<file path="config.mk">
export PLATFORM = sky130hd
export DESIGN_NAME = dvfs_ldo_sequencer
export DESIGN_NICKNAME = d
export VERILOG_FILES = /design/src/rtl/dvfs_seq_pkg.sv /design/src/rtl/settle_timer.sv /design/src/rtl/dvfs_ldo_sequencer.sv
export SDC_FILE = /design/constraint.sdc
export NUM_CORES = 1
export LEC_CHECK = 0
export BUFFER_PORTS_ARGS = -buffer_cell sky130_fd_sc_hd__buf_4
export CAP_MARGIN = 15
export CORE_MARGIN = 8
export CORE_UTILIZATION = 59
export DETAILED_ROUTE_END_ITERATION = 10
export GPL_ROUTABILITY_DRIVEN = 0
export PLACE_DENSITY = 0.9
export REMOVE_ABC_BUFFERS = 1
export SLEW_MARGIN = 25
export SYNTH_ARGS = -nofsm -noshare
export SYNTH_HDL_FRONTEND = slang
export SYNTH_SLANG_ARGS = --single-unit
</file>
<file path="constraint.sdc">
create_clock -name clock -period 4.77 [get_ports clock]
set_input_delay 0.954 -clock clock [delete_from_list [all_inputs] [get_ports clock]]
set_output_delay 0.954 -clock clock [all_outputs]
set_load 0.05 [all_outputs]
</file>
<file path="src/rtl/dvfs_seq_pkg.sv">
// Shared types, default widths and helpers for the DVFS LDO sequencer.
package dvfs_seq_pkg;

    localparam int CODE_W_DEF   = 8;
    localparam int SETTLE_W_DEF = 12;

    typedef enum logic [2:0] {
        IDLE,
        RAMP_UP,
        SETTLE_UP,
        FREQ_UP,
        FREQ_DN,
        SETTLE_DN,
        RAMP_DN
    } seq_state_t;

    // a + b, clamped to max_val; one extra bit holds the carry so nothing wraps
    function automatic logic [15:0] sat_add(input logic [15:0] a,
                                            input logic [15:0] b,
                                            input logic [15:0] max_val);
        logic [16:0] sum;
        sum = {1'b0, a} + {1'b0, b};
        if (sum > {1'b0, max_val}) begin
            return max_val;
        end
        return sum[15:0];
    endfunction

endpackage

</file>
<file path="src/rtl/settle_timer.sv">
// Settle dwell timer: loadable down-counter that stops at zero and flags it.
module settle_timer
    import dvfs_seq_pkg::*;
#(
    parameter int WIDTH = SETTLE_W_DEF
) (
    input  logic             clock,
    input  logic             reset,
    input  logic             load,
    input  logic             en,
    input  logic [WIDTH-1:0] load_value,
    output logic             zero
);

    logic [WIDTH-1:0] count;

    // load wins over decrement; the count parks at zero
    always_ff @(posedge clock) begin
        if (reset) begin
            count <= '0;
        end else if (load) begin
            count <= load_value;
        end else if (en && (count != '0)) begin
            count <= count - WIDTH'(1);
        end
    end

    assign zero = (count == '0);

endmodule

</file>
<file path="src/rtl/dvfs_ldo_sequencer.sv">
// DVFS LDO sequencer: turns a frequency target into slew-limited LDO and
// clock code updates, voltage leading on the way up and trailing on the way down.
//
//   state     | meaning
//   ----------+-----------------------------------------------------------
//   IDLE      | waiting for freq_target != freq_code; latches tgt / vtgt
//   RAMP_UP   | raise ldo_code one step toward vtgt, or move on to FREQ_UP
//   SETTLE_UP | dwell settle_cycles+1 cycles after an upward voltage step
//   FREQ_UP   | apply the new (higher) frequency code, pulse done
//   FREQ_DN   | apply the new (lower) frequency code before touching voltage
//   SETTLE_DN | dwell settle_cycles+1 cycles after a downward change
//   RAMP_DN   | lower ldo_code one step toward vtgt, or finish with done
module dvfs_ldo_sequencer
    import dvfs_seq_pkg::*;
#(
    parameter int CODE_W   = CODE_W_DEF,
    parameter int SETTLE_W = SETTLE_W_DEF
) (
    input  logic                clock,
    input  logic                reset,
    input  logic                enable,
    input  logic [CODE_W-1:0]   freq_target,
    input  logic [3:0]          step_size,
    input  logic [SETTLE_W-1:0] settle_cycles,
    input  logic [3:0]          v_guard,
    output logic [CODE_W-1:0]   ldo_code,
    output logic [CODE_W-1:0]   freq_code,
    output logic                busy,
    output logic                done
);

    localparam logic [CODE_W-1:0] CODE_MAX = '1;

    seq_state_t        state;
    seq_state_t        state_nxt;
    logic [CODE_W-1:0] tgt;
    logic [CODE_W-1:0] tgt_nxt;
    logic [CODE_W-1:0] vtgt;
    logic [CODE_W-1:0] vtgt_nxt;
    logic [CODE_W-1:0] ldo_nxt;
    logic [CODE_W-1:0] freq_nxt;
    logic              busy_nxt;
    logic              done_nxt;
    logic              timer_load;
    logic              timer_en;
    logic              timer_zero;
    logic [CODE_W:0]   step_ext;
    logic [CODE_W:0]   up_sum;
    logic [CODE_W:0]   dn_diff;

    // a zero step would stall the ramp forever, so it behaves as one
    assign step_ext = (step_size == 4'd0) ? (CODE_W+1)'(1) : (CODE_W+1)'(step_size);
    assign up_sum   = {1'b0, ldo_code} + step_ext;
    assign dn_diff  = {1'b0, ldo_code} - step_ext;

    settle_timer #(
        .WIDTH (SETTLE_W)
    ) u_timer (
        .clock      (clock),
        .reset      (reset),
        .load       (timer_load),
        .en         (timer_en),
        .load_value (settle_cycles),
        .zero       (timer_zero)
    );

    // next-state and next-output decode; enable low holds everything
    always_comb begin
        state_nxt  = state;
        tgt_nxt    = tgt;
        vtgt_nxt   = vtgt;
        ldo_nxt    = ldo_code;
        freq_nxt   = freq_code;
        done_nxt   = 1'b0;
        timer_load = 1'b0;
        timer_en   = 1'b0;
        if (enable) begin
            unique case (state)
                IDLE: begin
                    if (freq_target != freq_code) begin
                        tgt_nxt   = freq_target;
                        vtgt_nxt  = CODE_W'(sat_add(16'(freq_target), 16'(v_guard), 16'(CODE_MAX)));
                        state_nxt = (freq_target > freq_code) ? RAMP_UP : FREQ_DN;
                    end
                end
                RAMP_UP: begin
                    if (ldo_code < vtgt) begin
                        ldo_nxt    = (up_sum > {1'b0, vtgt}) ? vtgt : up_sum[CODE_W-1:0];
                        timer_load = 1'b1;
                        state_nxt  = SETTLE_UP;
                    end else begin
                        state_nxt = FREQ_UP;
                    end
                end
                SETTLE_UP: begin
                    if (timer_zero) begin
                        state_nxt = RAMP_UP;
                    end else begin
                        timer_en = 1'b1;
                    end
                end
                FREQ_UP: begin
                    freq_nxt  = tgt;
                    done_nxt  = 1'b1;
                    state_nxt = IDLE;
                end
                FREQ_DN: begin
                    freq_nxt   = tgt;
                    timer_load = 1'b1;
                    state_nxt  = SETTLE_DN;
                end
                SETTLE_DN: begin
                    if (timer_zero) begin
                        state_nxt = RAMP_DN;
                    end else begin
                        timer_en = 1'b1;
                    end
                end
                RAMP_DN: begin
                    if (ldo_code > vtgt) begin
                        ldo_nxt    = (dn_diff[CODE_W] || (dn_diff < {1'b0, vtgt})) ?
                                     vtgt : dn_diff[CODE_W-1:0];
                        timer_load = 1'b1;
                        state_nxt  = SETTLE_DN;
                    end else begin
                        done_nxt  = 1'b1;
                        state_nxt = IDLE;
                    end
                end
                default: begin
                    state_nxt = IDLE;
                end
            endcase
        end
        busy_nxt = (state_nxt != IDLE);
    end

    // state, latched targets and registered outputs
    always_ff @(posedge clock) begin
        if (reset) begin
            state     <= IDLE;
            tgt       <= '0;
            vtgt      <= '0;
            ldo_code  <= '0;
            freq_code <= '0;
            busy      <= 1'b0;
            done      <= 1'b0;
        end else begin
            state     <= state_nxt;
            tgt       <= tgt_nxt;
            vtgt      <= vtgt_nxt;
            ldo_code  <= ldo_nxt;
            freq_code <= freq_nxt;
            busy      <= busy_nxt;
            done      <= done_nxt;
        end
    end

endmodule

</file>
==> impl_metrics.yaml <==
outcome:
  status: "completed"
drt:
  drtAntennaViolNets: 0
  wirelength_microns: 9420
  wl_per_cell_microns: 16.5
  drc: 0
  drt-pass1-iter-count: 4
  drt_iter0_drc: 281
  vias_per_cell: 6.31
  vias: 3595
synthesis:
  synth_top_area_share_pct: 26.5
  netlist_instances: 456
  ys_warn_count: 0
  synth_area_leaders: "dfxtp_1 (26%), ha_1 (15%), a21oi_1 (6.1%)"
  synth_top_area_cell: "dfxtp_1"
  synth-seq-area-share_pct: 26.5
  synth_top_flop_cell: "dfxtp_1"
  synth_edf_count: 0
  ys_top_cells_by_count: "dfxtp_1 (49), nand2_1 (46), a21oi_1 (45), ha_1 (45), inv_1 (41)"
  synthArstFlopShare_pct: 0
  synth_most_common_cell: "dfxtp_1"
  synth_area_sq_um: 3710
  ys_ff_latch: 49
  avgSynthCellArea_sq_um: 8.13
  synth_cell_types: 64
global_route:
  grt_pass1_wl_microns: 15400
  grt_usage_pct: 20.8
  grt_overflow_total: 0
  antenna_found_initial: 0
  grt_max_degree: 49
  grt_pass1_vias: 3410
layout:
  final_nets: 571
  area_growth_pct: 12.7
  final_cells: 570
  diodes: 0
  drive_above_1_share_pct: 13.6
timing:
  tns_ns: 0
  min_period_ns: 4.22
  finalClockSkew_ns: 0.00747
  fmax_mhz: 237
  setup_viol: 0
  rsz0062_at_grt: "no"
  maxSlewViolCount: 0
  worstMarginPinSlew_ns: 0.948
  fin_crit_sh_pct: 88.5
  slew_headroom_pct: 36.4
  hold_viol: 0
worst_hold_path:
  hold_path.class: "register to register"
clocking:
  cts_setup_buffers: 0
  clk_latency_ns: 0.31
  cts_root_buffer: "clkbuf_8"
  clk_pin_slew_worst_paths_ns: 0.09
  cts_buffers: 5
  holdBufCountCts: 0
  cts_tree: "yes"
  clock-sinks: 49
  cts_max_level: 2
  clk_path_buf_depth: 2
  cts_resized: 0
power_and_ir_drop:
  p_per_area_nw_per_um2: 377
  p_leak_nw: 1.82
  ir_worst_vdd_mv: 0.217
floorplan:
  die_x_microns: 95.3
  dieArea_sq_um: 9080
  io_pins: 49
  die_h_microns: 95.3
  start_util_pct: 59.7
  rows: 29
  core_area_sq_um: 6200
setup_path:
  crit_arrival_ns: 4.43
  endpoint_kind: "register"
  required_ns: 4.98
  cp-start-kind: "primary input"
  cp_cell_sequence: "buf_4, inv_1, a31o_2, ha_1, inv_1, fa_1, a21o_2, a21oi_1, nor3b_1, xnor2_1, inv_1, ha_1, nand4_1, o211ai_1, and2_2, a22oi_1, a311oi_1"
  rrSetupSlack_ns: 1.12
  max_stage_delay_ns: 0.40
  cp_max_fo: 6
  crit_type: "primary input to register"
  crit_path_frequent_cell: "inv_1"
  critPathSlowestCell: "fa_1"
place:
  io_buffers: 48
  place_inst: 562
  dp_hpwl_microns: 7090
flow_run:
  drv_cap: 0
[registers in the layout, summed over array words and instances (netlist names)]
| name | count |
|---|---|
| freq_code | 8 |
| done | 1 |
| vtgt | 8 |
| busy | 1 |
| u_timer.count | 12 |
| tgt | 8 |
| state | 3 |
| ldo_code | 8 |
[area by class of cell]
| class | count | area, sq um |
|---|---|---|
| Multi-Input combinational cell | 347 | 2470 |
| Fill cell | 501 | 2030 |
| Sequential cell | 49 | 981 |
| Timing Repair Buffer | 48 | 360 |
| Inverter | 41 | 154 |
| Tap cell | 77 | 96.3 |
| Clock buffer | 7 | 86.3 |
| Clock inverter | 1 | 30.0 |
[layer usage]
metal  share of wire (%)  vias to the layer above  GRT usage (%)
li1                    -                     1729              -
met1                  41                     1689           25.1
met2                  49                      157           35.5
met3                 7.4                       20           3.94
met4                 2.3                        0           8.58
met5                   0                        -              0
[per-stage QoR]
| step | setup slack [ns] | cell area, sq um | utilization (%) | power, mW | hold WS, ns |
|---|---|---|---|---|---|
| floorplan | 0.798 | 3600 | - | 1.06 | 0.430 |
| CTS | 0.598 | 4180 | 67.3 | 1.56 | 0.466 |
| global placement | 0.502 | 4060 | 65.4 | 1.21 | 0.441 |
| finish | 0.547 | 4180 | 67.3 | 1.57 | 0.460 |
| detailed placement | 0.304 | 4060 | 65.4 | 1.25 | 0.454 |
| global route | 0.301 | 4180 | 67.3 | 1.67 | 0.486 |
[cells by family after synthesis]
kind of cell / Yosys count / share of synthesized area, %
simple gates: 136 / 17.5
compound gates: 134 / 25.1
buf+inv: 60 / 6.95
flops: 49 / 26.5
fa+ha+maj: 48 / 16.8
xor+xnor: 19 / 4.49
mux: 10 / 2.73
[report_power, final]
group | switching [mW] | internal (mW)
Sequential | 0.0572 | 0.455
Combinational | 0.448 | 0.303
Clock | 0.139 | 0.171
[worst max-delay path, delay by kind of cell]
| kind | cells | cell delay, ns |
|---|---|---|
| AO/OA/AOI/OAI | 6 | 1.39 |
| AND/OR/NAND/NOR | 3 | 0.67 |
| adder cells (fa/ha/maj) | 3 | 0.87 |
| XOR/XNOR | 1 | 0.18 |
| buffers and inverters | 4 | 0.36 |
[cells in the final DEF (no fill, tap or decap), drive strengths merged, types with 4 or more instances in the layout]
master / count
inv: 41
clkbuf: 7
nand4: 10
o32ai: 4
a22oi: 4
a221oi: 5
a21oi: 45
o21ai: 14
xor2: 8
a21o: 8
dfxtp: 49
nor3: 9
a211oi: 10
o21a: 4
nor2: 34
nand3: 9
nand2: 47
o211ai: 8
ha: 45
or3: 4
nor2b: 9
buf: 48
mux2i: 9
a311oi: 4
xnor2: 11
[path summary, 6_finish.rpt]
check | from | endpoint | cells after the start
hold reg to reg | tgt[4]$_SDFFE_PP0P_ | tgt[4]$_SDFFE_PP0P_ | 2
hold / removal | tgt[4]$_SDFFE_PP0P_ | tgt[4]$_SDFFE_PP0P_ | 2
setup / recovery | step_size[1] | ldo_code[1]$_SDFFE_PP0P_ | 17
setup reg to reg | ldo_code[0]$_SDFFE_PP0P_ | ldo_code[1]$_SDFFE_PP0P_ | 15
Power figures use the tool's default switching activity.
